File: config.mk
export PLATFORM = sky130hd
export DESIGN_NAME = pseudo_ana_stk_n_flat
export DESIGN_NICKNAME = d
export VERILOG_FILES = /design/src/rtl/pseudo_ana_stk_n_if.sv /design/src/rtl/pseudo_ana_stk_n.sv /design/src/flat_wrapper.sv
export SDC_FILE = /design/constraint.sdc
export NUM_CORES = 1
export LEC_CHECK = 0
export BUFFER_PORTS_ARGS = -buffer_cell sky130_fd_sc_hd__buf_2
export CAP_MARGIN = 10
export CORE_ASPECT_RATIO = 0.6
export CORE_MARGIN = 2
export CORE_UTILIZATION = 45
export CTS_CLUSTER_SIZE = 25
export DETAILED_ROUTE_END_ITERATION = 6
export PLACE_DENSITY_LB_ADDON = 0.12
export SKIP_CTS_REPAIR_TIMING = 1
export SYNTH_ARGS = -nofsm -noshare
export SYNTH_HDL_FRONTEND = slang
export SYNTH_SLANG_ARGS = --single-unit
File: constraint.sdc
create_clock -name clk_i -period 3.84 [get_ports clk_i]
set_input_delay 0.576 -clock clk_i [delete_from_list [all_inputs] [get_ports clk_i]]
set_output_delay 0.576 -clock clk_i [all_outputs]
set_load 0.1 [all_outputs]
File: src/rtl/pseudo_ana_stk_n_if.sv
// Button/frame inputs and pseudo-analog axis outputs of pseudo_ana_stk_n.
// The master drives buttons and PV; the slave (the stick block) drives AX/ACTIVE.
interface pseudo_ana_stk_n_if #(
  parameter int CHANNELS = 2,
  parameter int W        = 8
);
  logic [8:0]            pv;
  logic [CHANNELS-1:0]   neg;
  logic [CHANNELS-1:0]   pos;
  logic                  spring;
  logic                  recenter;
  logic [CHANNELS*W-1:0] ax;
  logic [CHANNELS-1:0]   active;

  modport master (
    output pv, neg, pos, spring, recenter,
    input  ax, active
  );

  modport slave (
    input  pv, neg, pos, spring, recenter,
    output ax, active
  );
endinterface

File: src/rtl/pseudo_ana_stk_n.sv
// Digital buttons to per-axis pseudo-analog position, updated once per video frame.
// Zero added latency: AX/ACTIVE are combinational from the registered positions.
module pseudo_ana_stk_n #(
  parameter int CHANNELS = 2,
  parameter int W        = 8,
  parameter int DMIN     = 8,
  parameter int DINC     = 4,
  parameter int DMAX     = 24,
  parameter int LIMIT    = 120
) (
  input logic              clk_i,
  input logic              rst_i,
  pseudo_ana_stk_n_if.slave bus
);

  localparam int PW = W + 2;
  localparam int XW = W + 4;

  localparam logic [W-1:0]          CTR   = {1'b0, {(W-1){1'b1}}};
  localparam logic [W-1:0]          S_MIN = W'(DMIN);
  localparam logic [W-1:0]          S_MAX = W'(DMAX);
  localparam logic signed [XW-1:0]  X_MIN = XW'(DMIN);
  localparam logic signed [XW-1:0]  X_LIM = XW'(LIMIT);

  typedef enum logic [1:0] {
    DIR_NONE = 2'd0,
    DIR_POS  = 2'd1,
    DIR_NEG  = 2'd2
  } dir_e;

  logic [8:0] ppv_q;
  logic       tick;

  always_ff @(posedge clk_i or posedge rst_i) begin
    if (rst_i) ppv_q <= '0;
    else       ppv_q <= bus.pv;
  end

  // Falling into line 0 from any other line marks the start of a frame.
  assign tick = (bus.pv == 9'd0) && (ppv_q != 9'd0);

  for (genvar i = 0; i < CHANNELS; i++) begin : g_axis
    logic signed [PW-1:0] p_q, p_d;
    logic [W-1:0]         s_q, s_d;
    dir_e                 d_q, d_d;
    dir_e                 held;
    logic [W-1:0]         step;
    logic [W:0]           s_inc;
    logic signed [XW-1:0] p_x, step_x, nxt;

    always_ff @(posedge clk_i or posedge rst_i) begin
      if (rst_i) begin
        p_q <= '0;
        s_q <= S_MIN;
        d_q <= DIR_NONE;
      end else begin
        p_q <= p_d;
        s_q <= s_d;
        d_q <= d_d;
      end
    end

    always_comb begin
      held = DIR_NONE;
      if (bus.pos[i] && !bus.neg[i])      held = DIR_POS;
      else if (bus.neg[i] && !bus.pos[i]) held = DIR_NEG;

      // A new press or reversal restarts the ramp at the minimum step.
      step   = (held == d_q) ? s_q : S_MIN;
      s_inc  = {1'b0, step} + (W+1)'(DINC);
      p_x    = {{(XW-PW){p_q[PW-1]}}, p_q};
      step_x = {{(XW-W){1'b0}}, step};
      nxt    = p_x;

      p_d = p_q;
      s_d = s_q;
      d_d = d_q;

      if (bus.recenter) begin
        p_d = '0;
        s_d = S_MIN;
        d_d = DIR_NONE;
      end else if (tick) begin
        d_d = held;
        case (held)
          DIR_POS: nxt = p_x + step_x;
          DIR_NEG: nxt = p_x - step_x;
          default: begin
            if (bus.spring) begin
              if (p_x > X_MIN)       nxt = p_x - X_MIN;
              else if (p_x < -X_MIN) nxt = p_x + X_MIN;
              else                   nxt = '0;
            end
          end
        endcase

        if (held == DIR_NONE)        s_d = S_MIN;
        else if (s_inc > {1'b0, S_MAX}) s_d = S_MAX;
        else                         s_d = s_inc[W-1:0];

        // The extended width keeps the pre-clamp sum from wrapping.
        if (nxt > X_LIM)       nxt = X_LIM;
        else if (nxt < -X_LIM) nxt = -X_LIM;
        p_d = nxt[PW-1:0];
      end
    end

    assign bus.ax[i*W +: W] = p_q[W-1:0] + CTR;
    assign bus.active[i]    = (p_q != '0);
  end

endmodule

File: src/flat_wrapper.sv
// flat-port wrapper written by rule: the top's interface ports become plain ports
module pseudo_ana_stk_n_flat 
#(
  parameter int CHANNELS = 2,
  parameter int W        = 8,
  parameter int DMIN     = 8,
  parameter int DINC     = 4,
  parameter int DMAX     = 24,
  parameter int LIMIT    = 120
)
  (clk_i, rst_i, bus_pv, bus_neg, bus_pos, bus_spring, bus_recenter, bus_ax, bus_active);
  pseudo_ana_stk_n_if #(.CHANNELS(CHANNELS), .W(W)) bus_i ();
  input logic clk_i;
  input logic rst_i;
  input wire logic [$bits(bus_i.pv)-1:0] bus_pv;
  input wire logic [$bits(bus_i.neg)-1:0] bus_neg;
  input wire logic [$bits(bus_i.pos)-1:0] bus_pos;
  input wire logic [$bits(bus_i.spring)-1:0] bus_spring;
  input wire logic [$bits(bus_i.recenter)-1:0] bus_recenter;
  output wire logic [$bits(bus_i.ax)-1:0] bus_ax;
  output wire logic [$bits(bus_i.active)-1:0] bus_active;
  assign bus_i.pv = bus_pv;
  assign bus_i.neg = bus_neg;
  assign bus_i.pos = bus_pos;
  assign bus_i.spring = bus_spring;
  assign bus_i.recenter = bus_recenter;
  assign bus_ax = bus_i.ax;
  assign bus_active = bus_i.active;
  pseudo_ana_stk_n #(.CHANNELS(CHANNELS), .W(W), .DMIN(DMIN), .DINC(DINC), .DMAX(DMAX), .LIMIT(LIMIT)) u_core (.clk_i(clk_i), .rst_i(rst_i), .bus(bus_i));
endmodule
==> impl_metrics.csv <==
group,metric,value,unit
run_status,status,"finished with violations",
run_status,violations,"negative setup slack",
sta,fin_ws,-420.3,ps
cts,numClockSinks,49,
placement,pre_cts_ws,-824.8,ps
final_layout,seqCellArea,1229,sq um
floorplanning,dieWidth,145.3,microns
cts,path_clk_slew,70,ps
floorplanning,die_area,12900,sq um
yosys,synth_seq_cells,49,
worst_setup_path,required,4000,ps
cts,clkLatencyLatePin,300,ps
yosys,synthesis.area,5391,sq um
sta,final-max-slew-violation-count,0,
grt,antenna_found_initial,0,
final_layout,multiInputGateArea,4507,sq um
cts,numCtsBuffers,5,
floorplanning,die_y,88.79,microns
yosys,synth_edf_count,0,
power_and_ir_drop,ir_worst_vdd,0.0001854,V
worst_setup_path,path_class,"input pin to flop",
route,via_per_inst,6.047,
floorplanning,initial_core_util,46.94,%
final_layout,final_cell_area,7400,sq um
floorplanning,ios,35,
sta,finalSetupViolCount,17,
grt,grt_use_total,26.75,%
sta,holdWs,398.0,ps
yosys,yosysMostFrequentCell,"nand2_1",
power_and_ir_drop,p_leak,3.206,nW
route,drc,0,
final_layout,fin_util,64.42,%
grt,grt_remaining_overflow,0,
worst_setup_path,start_kind,"input pin",
yosys,ys_seq_area_share,22.79,%
yosys,synthTopCellsByArea,"dfrtp_1, ha_1, nand2_1",
sta,tns,-4957,ps
route,drt-pass1-iter-count,4,
worst_setup_path,arrival,4420,ps
final_layout,fillers,990,
yosys,ys_types,87,
final_layout,drive_gt1_share,35.83,%
placement,place_congestion,0.9539,
placement,port_buffers,34,
final_layout,nets,862,
power_and_ir_drop,power,1.425,mW
cts,root_buffer,"clkbuf_16",
grt,grt_pass1_wl,27790,microns
job,maxCapViolCount,0,
cts,htree_num_levels,2,
route,drtIter0Drc,423,
placement,placed_area,6673,sq um
yosys,syn_nets,735,
sta,fmax,234.7,MHz
yosys,synth_area_per_cell,8.011,sq um
sta,worstMarginPinSlew,1061,ps
route,wire_per_inst,18.83,microns
grt,grt_pass1_vias,5299,
final_layout,antenna_cells,0,
route,wirelength,18100,microns
yosys,synth_top_area_cell,"dfrtp_1",
worst_setup_path,cp_cell_sequence,"buf_12 -> inv_8 -> ha_4 -> xor2_4 -> nor2_4 -> nand2_2 -> ha_4 -> nor2_1 -> xnor2_1 -> ha_1 -> nor2b_1 -> o31a_1 -> o21ai_2 -> mux2i_2 -> nand2_1 -> or4_4 -> buf_4 -> o21ai_4 -> a21o_1 -> o21ai_1",
yosys,synth_top_area_share,21.81,%
hold_path,hold_class,"input pin to flop",
sta,hold_viol,0,
power_and_ir_drop,clock_power_share,36.6,%
power_and_ir_drop,combPwrFrac,26.7,%
power_and_ir_drop,power_frac_seq,36.7,%
sta,fin_crit,4260,ps
cts,ctsLongestPathBuffers,2,
sta,rsz0062_at_grt,"yes",
sta,fin_skew,7.066,ps
worst_setup_path,cp_slowest_cell,"or4_4",
power_and_ir_drop,power.density,192.6,nW/um^2
sta,period_share,110.9,%
placement,dp_hpwl,13170,microns
grt,grt_max_degree,50,
final_layout,areaGrowthSynthToFinish,37.25,%
sta,maxSlewHeadroom,29.14,%
placement,dp_cells,935,
yosys,synth_top_cells_by_count,"nand2_1, nor2_1, dfrtp_1",
cts,cts_tree,"yes",
floorplanning,core,11490,sq um
route,vias,5811,
yosys,synthArstFlopShare,100.0,%
worst_setup_path,cpPeakStageDelay,580,ps
yosys,synth_ff_type,"dfrtp_1",
worst_setup_path,cp-end-kind,"flop",
yosys,yosys_warnings,0,
route,postRouteAntennaNets,0,
worst_setup_path,cp_max_fo,5,
floorplanning,row_count,30,
final_layout,stdcell_count,961,
power_and_ir_drop,p_int,0.9994,mW
power_and_ir_drop,switchingPower,0.4259,mW
yosys,syn_inst,673,
worst_setup_path,cpMostUsedCell,"ha_4",
power_and_ir_drop,switching_share,29.88,%
==> sequential cells by signal, summed over array words and instances, names as in the netlist <==
signal	count
u_core.g_axis.d_q	4
u_core.g_axis.p_q	20
u_core.g_axis.s_q	16
u_core.ppv_q	9
==> power groups by stage <==
stage / Clock (mW) / Sequential (mW) / Combinational (mW)
2_1_floorplan: 0 / 0.532 / 0.205
3_3_place_gp: 0 / 0.533 / 0.306
3_5_place_dp: 0 / 0.533 / 0.313
4_1_cts: 0.521 / 0.523 / 0.316
5_1_grt: 0.544 / 0.524 / 0.406
6_report: 0.522 / 0.523 / 0.380
==> layer usage <==
metal / global-route usage, % / wire, microns / vias to the layer above
li1: - / - / 2746
met1: 41.05 / 8875 / 2808
met2: 40.24 / 7566 / 237
met3: 4.227 / 1454 / 20
met4: 4.011 / 204 / 0
met5: 0 / 0 / -
==> cell type report <==
class	count	share of cell area, %
multi-input combinational	556	60.91
sequential	49	16.60
timing repair buffer	154	15.40
tap	160	2.705
inverter	34	2.097
clock buffer	5	1.691
clock inverter	3	0.5918
==> final timing paths <==
path	start	endpoint	slack, ps	depth (start not counted)
hold / removal	bus_pv[4]	u_core.ppv_q[4]	400	1
hold reg to reg	u_core.g_axis[0].s_q[2]	u_core.g_axis[0].s_q[2]	530	2
setup reg to reg	u_core.g_axis[1].d_q[1]	u_core.g_axis[1].p_q[4]	-350	17
min in group asynchronous	rst_i	u_core.ppv_q[6]	540	2
max in group asynchronous	rst_i	u_core.g_axis[1].p_q[3]	2650	2
setup / recovery	bus_pos[1]	u_core.g_axis[1].p_q[4]	-420	20
==> placed cells by master, fill, tap and decap left out, types with 5 or more instances in the layout <==
cell type	count
xnor2_1	16
buf_2	30
a21o_1	7
ha_1	32
nand2_1	48
o211ai_1	8
a21oi_1	24
nor3b_1	6
nand4_1	8
nor3_1	26
inv_1	24
nand3b_1	5
inv_2	5
o21a_1	17
nand3_1	22
a21oi_2	7
a31oi_1	7
o21ai_2	8
a31o_2	6
xor2_1	13
buf_6	7
o21ai_0	22
or4_4	6
buf_4	114
clkbuf_16	5
nand2b_1	6
dfrtp_1	47
o21ai_1	16
mux2i_1	6
ha_4	9
and2_1	14
or3_1	9
nor4_1	8
nor2_1	47
nor2b_1	7
==> critical path: cells and delay by family <==
kind,cells,cell delay [ps]
AO/OA/AOI/OAI,5,880
adder cells (fa/ha/maj),3,690
XOR/XNOR,2,380
multiplexers,1,310
AND/OR/NAND/NOR,6,1280
buffers and inverters,3,280
==> kinds of logic (layout without fill, tap and decap cells) <==
kind of cell | count (synthesis) | in the layout | synth area share [%]
AND/OR/NAND/NOR | 271 | 271 | 28.06
AO/OA/AOI/OAI | 198 | 198 | 26.22
buffers and inverters | 68 | 196 | 5.175
flip-flops | 49 | 49 | 22.79
adder cells (fa/ha/maj) | 45 | 45 | 10.72
XOR/XNOR | 34 | 34 | 5.523
multiplexers | 8 | 8 | 1.509
No activity file was read; power rests on OpenSTA's default activity.
